### src/rtl/neg_rr_arbiter.sv
`timescale 1ns/1ps
// ---------------------------------------------------------------------------
// NegRrArbiter (module neg_rr_arbiter)
//
// Purpose:
//   Shares one combinational W-bit two's-complement negator among NREQ
//   requesters. A round-robin pointer picks one pending requester, the
//   winner's operand is driven onto the negator input, and the negator
//   output is captured and returned with the owner's ID, an overflow flag
//   and a one-cycle valid strobe. Each transaction walks
//   IDLE -> ISSUE -> RESP -> IDLE, so throughput is one result per 3 cycles.
//
// Ports:
//   clk        system clock, rising edge
//   rst        synchronous active-high reset
//   req        per-requester request, held with its operand until granted
//   op         packed operands, requester i owns op[i*W +: W]
//   gnt        one-hot grant, high for the single ISSUE cycle
//   neg_b      operand bus to the shared negator (holds the last operand)
//   neg_y      negator result, combinational function of neg_b
//   res        captured negator result
//   res_id     requester that owns res
//   res_ovf    operand was the most-negative value
//   res_valid  one-cycle result strobe (RESP state)
//   busy       high whenever the FSM is not in IDLE
//   err        sticky negator self-check error
//
// Optional feature:
//   Define NEG_SELFCHECK_EN to compare neg_y against an internal negation
//   during ISSUE. Without it, err is tied low and no comparator is built.
// ---------------------------------------------------------------------------
module neg_rr_arbiter #(
  parameter int NREQ = 4,
  parameter int W    = 4
) (
  input  logic              clk,
  input  logic              rst,
  input  logic [NREQ-1:0]   req,
  input  logic [NREQ*W-1:0] op,
  output logic [NREQ-1:0]   gnt,
  output logic [W-1:0]      neg_b,
  input  logic [W-1:0]      neg_y,
  output logic [W-1:0]      res,
  output logic [1:0]        res_id,
  output logic              res_ovf,
  output logic              res_valid,
  output logic              busy,
  output logic              err
);

  typedef enum logic [1:0] {IDLE, ISSUE, RESP} state_e;

  localparam logic [W-1:0] MOST_NEG = {1'b1, {(W-1){1'b0}}};

  state_e         state_q, state_d;
  logic [1:0]     last_q;
  logic [1:0]     id_q;
  logic [W-1:0]   operand_q;
  logic           ovfCand_q;
  logic [W-1:0]   res_q;
  logic [1:0]     resId_q;
  logic           resOvf_q;

  logic [1:0]     winner;
  logic [1:0]     cand;
  logic           anyWin;
  logic [W-1:0]   opSel;

  // Round-robin winner search: scan last+1, last+2, ... (mod NREQ) and take
  // the first requester whose req bit is set. The requester granted last
  // is visited last, which bounds any held request's wait to NREQ-1 grants.
  always_comb begin
    winner = '0;
    cand   = '0;
    anyWin = 1'b0;
    for (int k = 1; k <= NREQ; k++) begin
      cand = 2'((int'(last_q) + k) % NREQ);
      if (!anyWin && req[cand]) begin
        anyWin = 1'b1;
        winner = cand;
      end
    end
  end

  assign opSel = op[winner*W +: W];

  // State register.
  always_ff @(posedge clk) begin
    if (rst) begin
      state_q <= IDLE;
    end else begin
      state_q <= state_d;
    end
  end

  // Next-state logic: only IDLE waits; ISSUE and RESP are single cycles,
  // and requests seen outside IDLE are simply not looked at.
  always_comb begin
    state_d = state_q;
    case (state_q)
      IDLE:    if (anyWin) state_d = ISSUE;
      ISSUE:   state_d = RESP;
      RESP:    state_d = IDLE;
      default: state_d = IDLE;
    endcase
  end

  // Datapath registers. The operand, owner and overflow candidate are
  // latched when a winner is chosen in IDLE; the negator result is then
  // captured at the end of ISSUE, once neg_b has been stable a full cycle.
  // Reset puts the pointer on the last requester so requester 0 goes first.
  always_ff @(posedge clk) begin
    if (rst) begin
      last_q    <= 2'(NREQ - 1);
      id_q      <= '0;
      operand_q <= '0;
      ovfCand_q <= 1'b0;
      res_q     <= '0;
      resId_q   <= '0;
      resOvf_q  <= 1'b0;
    end else begin
      case (state_q)
        IDLE: begin
          if (anyWin) begin
            operand_q <= opSel;
            id_q      <= winner;
            last_q    <= winner;
            ovfCand_q <= (opSel == MOST_NEG);
          end
        end
        ISSUE: begin
          res_q    <= neg_y;
          resId_q  <= id_q;
          resOvf_q <= ovfCand_q;
        end
        default: ;
      endcase
    end
  end

  // Output decode: grant only during ISSUE, strobe only during RESP.
  always_comb begin
    gnt       = '0;
    res_valid = 1'b0;
    busy      = (state_q != IDLE);
    neg_b     = operand_q;
    if (state_q == ISSUE) gnt[id_q] = 1'b1;
    if (state_q == RESP)  res_valid = 1'b1;
  end

  assign res     = res_q;
  assign res_id  = resId_q;
  assign res_ovf = resOvf_q;

`ifdef NEG_SELFCHECK_EN
  logic         err_q;
  logic [W-1:0] negRef;

  assign negRef = ~operand_q + {{(W-1){1'b0}}, 1'b1};

  // Sticky self-check: any disagreement between the shared negator and the
  // local reference during ISSUE latches err until the next reset.
  always_ff @(posedge clk) begin
    if (rst) begin
      err_q <= 1'b0;
    end else if (state_q == ISSUE && neg_y != negRef) begin
      err_q <= 1'b1;
    end
  end

  assign err = err_q;
`else
  assign err = 1'b0;
`endif

endmodule
### config.mk
export PLATFORM = sky130hd
export DESIGN_NAME = neg_rr_arbiter
export DESIGN_NICKNAME = d
export VERILOG_FILES = /design/src/rtl/neg_rr_arbiter.sv
export SDC_FILE = /design/constraint.sdc
export NUM_CORES = 1
export LEC_CHECK = 0
export BUFFER_PORTS_ARGS = -buffer_cell sky130_fd_sc_hd__clkbuf_2
export CORE_MARGIN = 5
export CORE_UTILIZATION = 47
export CTS_CLUSTER_DIAMETER = 60
export DETAILED_ROUTE_END_ITERATION = 12
export GPL_TIMING_DRIVEN = 0
export PLACE_DENSITY = 0.81
export SYNTH_ARGS = -nofsm -noshare
export SYNTH_HDL_FRONTEND = slang
export SYNTH_SLANG_ARGS = --single-unit
### constraint.sdc
create_clock -name clk -period 2.5 [get_ports clk]
set_clock_uncertainty 0.05 [all_clocks]
set_input_delay 0 -clock clk [delete_from_list [all_inputs] [get_ports clk]]
set_output_delay 0 -clock clk [all_outputs]
set_load 0.1 [all_outputs]
==> metrics.md <==
| Metric | Value |
|---|---|
| Crit-path max cell delay | `0.47 ns` |
| Final hold vios | `0` |
| Pwr Total | `0.000839 W` |
| Critical path capture point type | `flip-flop` |
| I/O Pins | `44` |
| Crit path DAT | `2.07 ns` |
| # setup viols final | `0` |
| Syn_area_per_cell | `8.24 um2` |
| Outcome | `finished, final reports clean` |
| Area grow syn2layout | `34.7%` |
| Clock slew at reported path FFs | `0.10 ns` |
| Final #Nets | `184` |
| Filler Cell Count | `166` |
| Non-Filler Instances | `181` |
| Clock sinks | `18` |
| First-pass GRT wire length | `3780 um` |
| Clk root buf | `clkbuf_4` |
| PortBufs | `41` |
| Netlist Area Pre-Place | `890 um2` |
| Cells on worst reg2reg path | `7` |
| Relative slew slack | `61.0%` |
| 1st-pass router iterations | `4` |
| Routed vias | `892` |
| Drt drc | `0` |
| RR Startpoint | `last_q[1]` |
| Critical-path top delay cell | `dfxtp_1` |
| #FFs+latches synth | `18` |
| Routed wl met2 | `1210 um` |
| Req. time, crit path | `2.69 ns` |
| Vias in the first global route | `897` |
| Crit-path most repeated cell | `mux2i_1` |
| Ant diodes | `0` |
| Fin worst setup slack | `0.618 ns` |
| Die W | `53.5 um` |
| Multi-input logic area | `505 um2` |
| Post-route minimum period | `1.88 ns` |
| Register area share after synthesis | `40.5%` |
| Max layer used | `met4` |
| Starting density of the core | `50.4%` |
| Reg-to-Reg End | `ovfCand_q` |
| Placed cell count | `174` |
| Met1 wire length | `845 um` |
| Place WS | `0.652 ns` |
| Antenna violations before repair | `0` |
| Worst vdd ir | `0.581 mV` |
| Worst skew pair latency | `0.29 ns` |
| Cts repair resizes | `0` |
| Syn nets | `134` |
| DR WL/cell | `12.2 um` |
| Die height | `53.5 um` |
| Commonest non-fill, non-tap cell in the layout | `clkbuf_2` |
| Crit path kind | `flip-flop to flip-flop` |
| GR Overflow Total | `0` |
| Num rows | `15` |
| Fin crit share | `75.3%` |
| Crit-path cells | `nor3b_2 > a311oi_1 > buf_4 > mux2i_1 > mux2i_1 > nor3_1 > a31o_1` |
| Post-CTS Setup Inserts | `0` |
| WHS Endpoint | `res_id[0]` |
| Fmax | `531 MHz` |
| Die Area | `2860 um2` |
| Hold Path Class | `primary input to flip-flop` |
| Core area | `1760 um2` |
| WHS Path Cells | `2` |
| Cells after Synth | `108` |
| Cts bufs inserted | `3` |
| Depth of the CTS H-tree | `1` |
| Met3 wire length | `84 um` |
| Hold_sp | `rst` |
| Fraction of layout cells with a size suffix above 1 | `33.3%` |
| HPWL Detailed | `1670 um` |
| Measured slew at the worst slew-check pin | `0.585 ns` |
| Vias/cell | `4.93` |
| CTS Buffer Depth | `2` |
| Total Routing Usage GR | `18.2%` |
| RSZ-0062 raised after global routing | `false` |
| Most frequent cells in the layout | `clkbuf_2 (41), nand2_1 (22), dfxtp_1 (18)` |
| Fin. max-slew vios | `0` |
| CTS tree | `built` |
| Count of cell types in the netlist | `27` |
| GP Congestion | `0.762` |
| Largest net degree at the start of global routing | `11` |
| DRT iter0 DRCs | `9` |
| Final TNS setup | `0 ns` |
| FF+latch area | `360 um2` |
| Reg2reg setup slack | `0.62 ns` |
| Yosys warns | `0` |
| Leak | `0.577 nW` |
| Crit path max fanout | `9` |
| Startpoint types | `flip-flop` |
| Routed Antenna Nets | `0` |
| Hold-fix buffers, CTS | `4` |
| Pwr/cell area | `700 nW/um2` |
| Max_cap viols | `0` |
| Total wire length | `2200 um` |
[how the worst max path moves through the flow]
stage,from,endpoint
global route,last_q[1],ovfCand_q
CTS,last_q[1],ovfCand_q
finish,last_q[1],ovfCand_q
global placement,last_q[1],ovfCand_q
floorplan,state_q[0],gnt[2]
detailed placement,last_q[1],ovfCand_q
[report_power, final]
group / switching [W] / leakage, nW / internal (W)
Clock: 0.0000844 / 0.0138 / 0.0000560
Combinational: 0.000264 / 0.416 / 0.0000971
Sequential: 0.0000229 / 0.148 / 0.000314
[per-layer routing]
metal / vias to the layer above / track usage, %
met5: - / 0
met4: 0 / 9.36
met3: 6 / 2.82
met2: 18 / 35.3
met1: 404 / 18.2
li1: 464 / -
[area by class of cell]
type	count	area share, %
tap	25	2.61
inverter	1	0.313
sequential	18	30.1
clock buffer	3	1.88
multi-input combinational	83	42.2
buffer	6	2.51
timing repair buffer	45	20.5
[sequential cells by signal, indices dropped and copies added, names as in the netlist]
name	cells
res	4
last_q	2
neg_b	4
state_q	2
res_ovf	1
ovfCand_q	1
res_id	2
id_q	2
[synthesized netlist by cell type, drive strengths merged]
master | number | area (um2)
a311oi | 1 | 8.76
nand2b | 3 | 18.8
and2 | 2 | 13.8
clkbuf | 4 | 15.0
nor2 | 9 | 33.8
a31o | 1 | 8.76
inv | 1 | 3.75
a211oi | 1 | 20.0
a211o | 1 | 8.76
buf | 2 | 15.0
dfxtp | 18 | 360
conb | 1 | 3.75
or2b | 1 | 7.51
and3 | 1 | 6.26
or2 | 2 | 12.5
a21o | 1 | 7.51
o21bai | 1 | 7.51
nand2 | 22 | 82.6
mux2i | 12 | 120
nor3b | 3 | 27.5
a21oi | 14 | 70.1
o21ai | 1 | 5.00
nor3 | 4 | 20.0
nor2b | 2 | 12.5
[critical path: cells and delay by family, from the launching register on]
family	cells	cell delay, ns
AOI/OAI and AO/OA	2	0.44
buffers and inverters	1	0.25
DFF	1	0.47
muxes	2	0.33
and+or+nand+nor	2	0.29
[through the flow]
step / utilization (%) / instance area [um2] / hold WS (ns)
CTS: 67.9 / 1200 / 0.0319
floorplan: - / 900 / 0.0860
finish: 67.9 / 1200 / 0.0267
global route: 67.9 / 1200 / 0.0574
detailed placement: 64.4 / 1140 / 0.179
global placement: 64.4 / 1140 / 0.174
[cell families after synthesis]
family / synth area share (%)
flops: 40.5
mux: 13.5
simple gates: 26.4
buf+inv: 3.80
compound gates: 15.3
other cells: 0.422
Note: power is estimated with default switching activity, not from simulation.
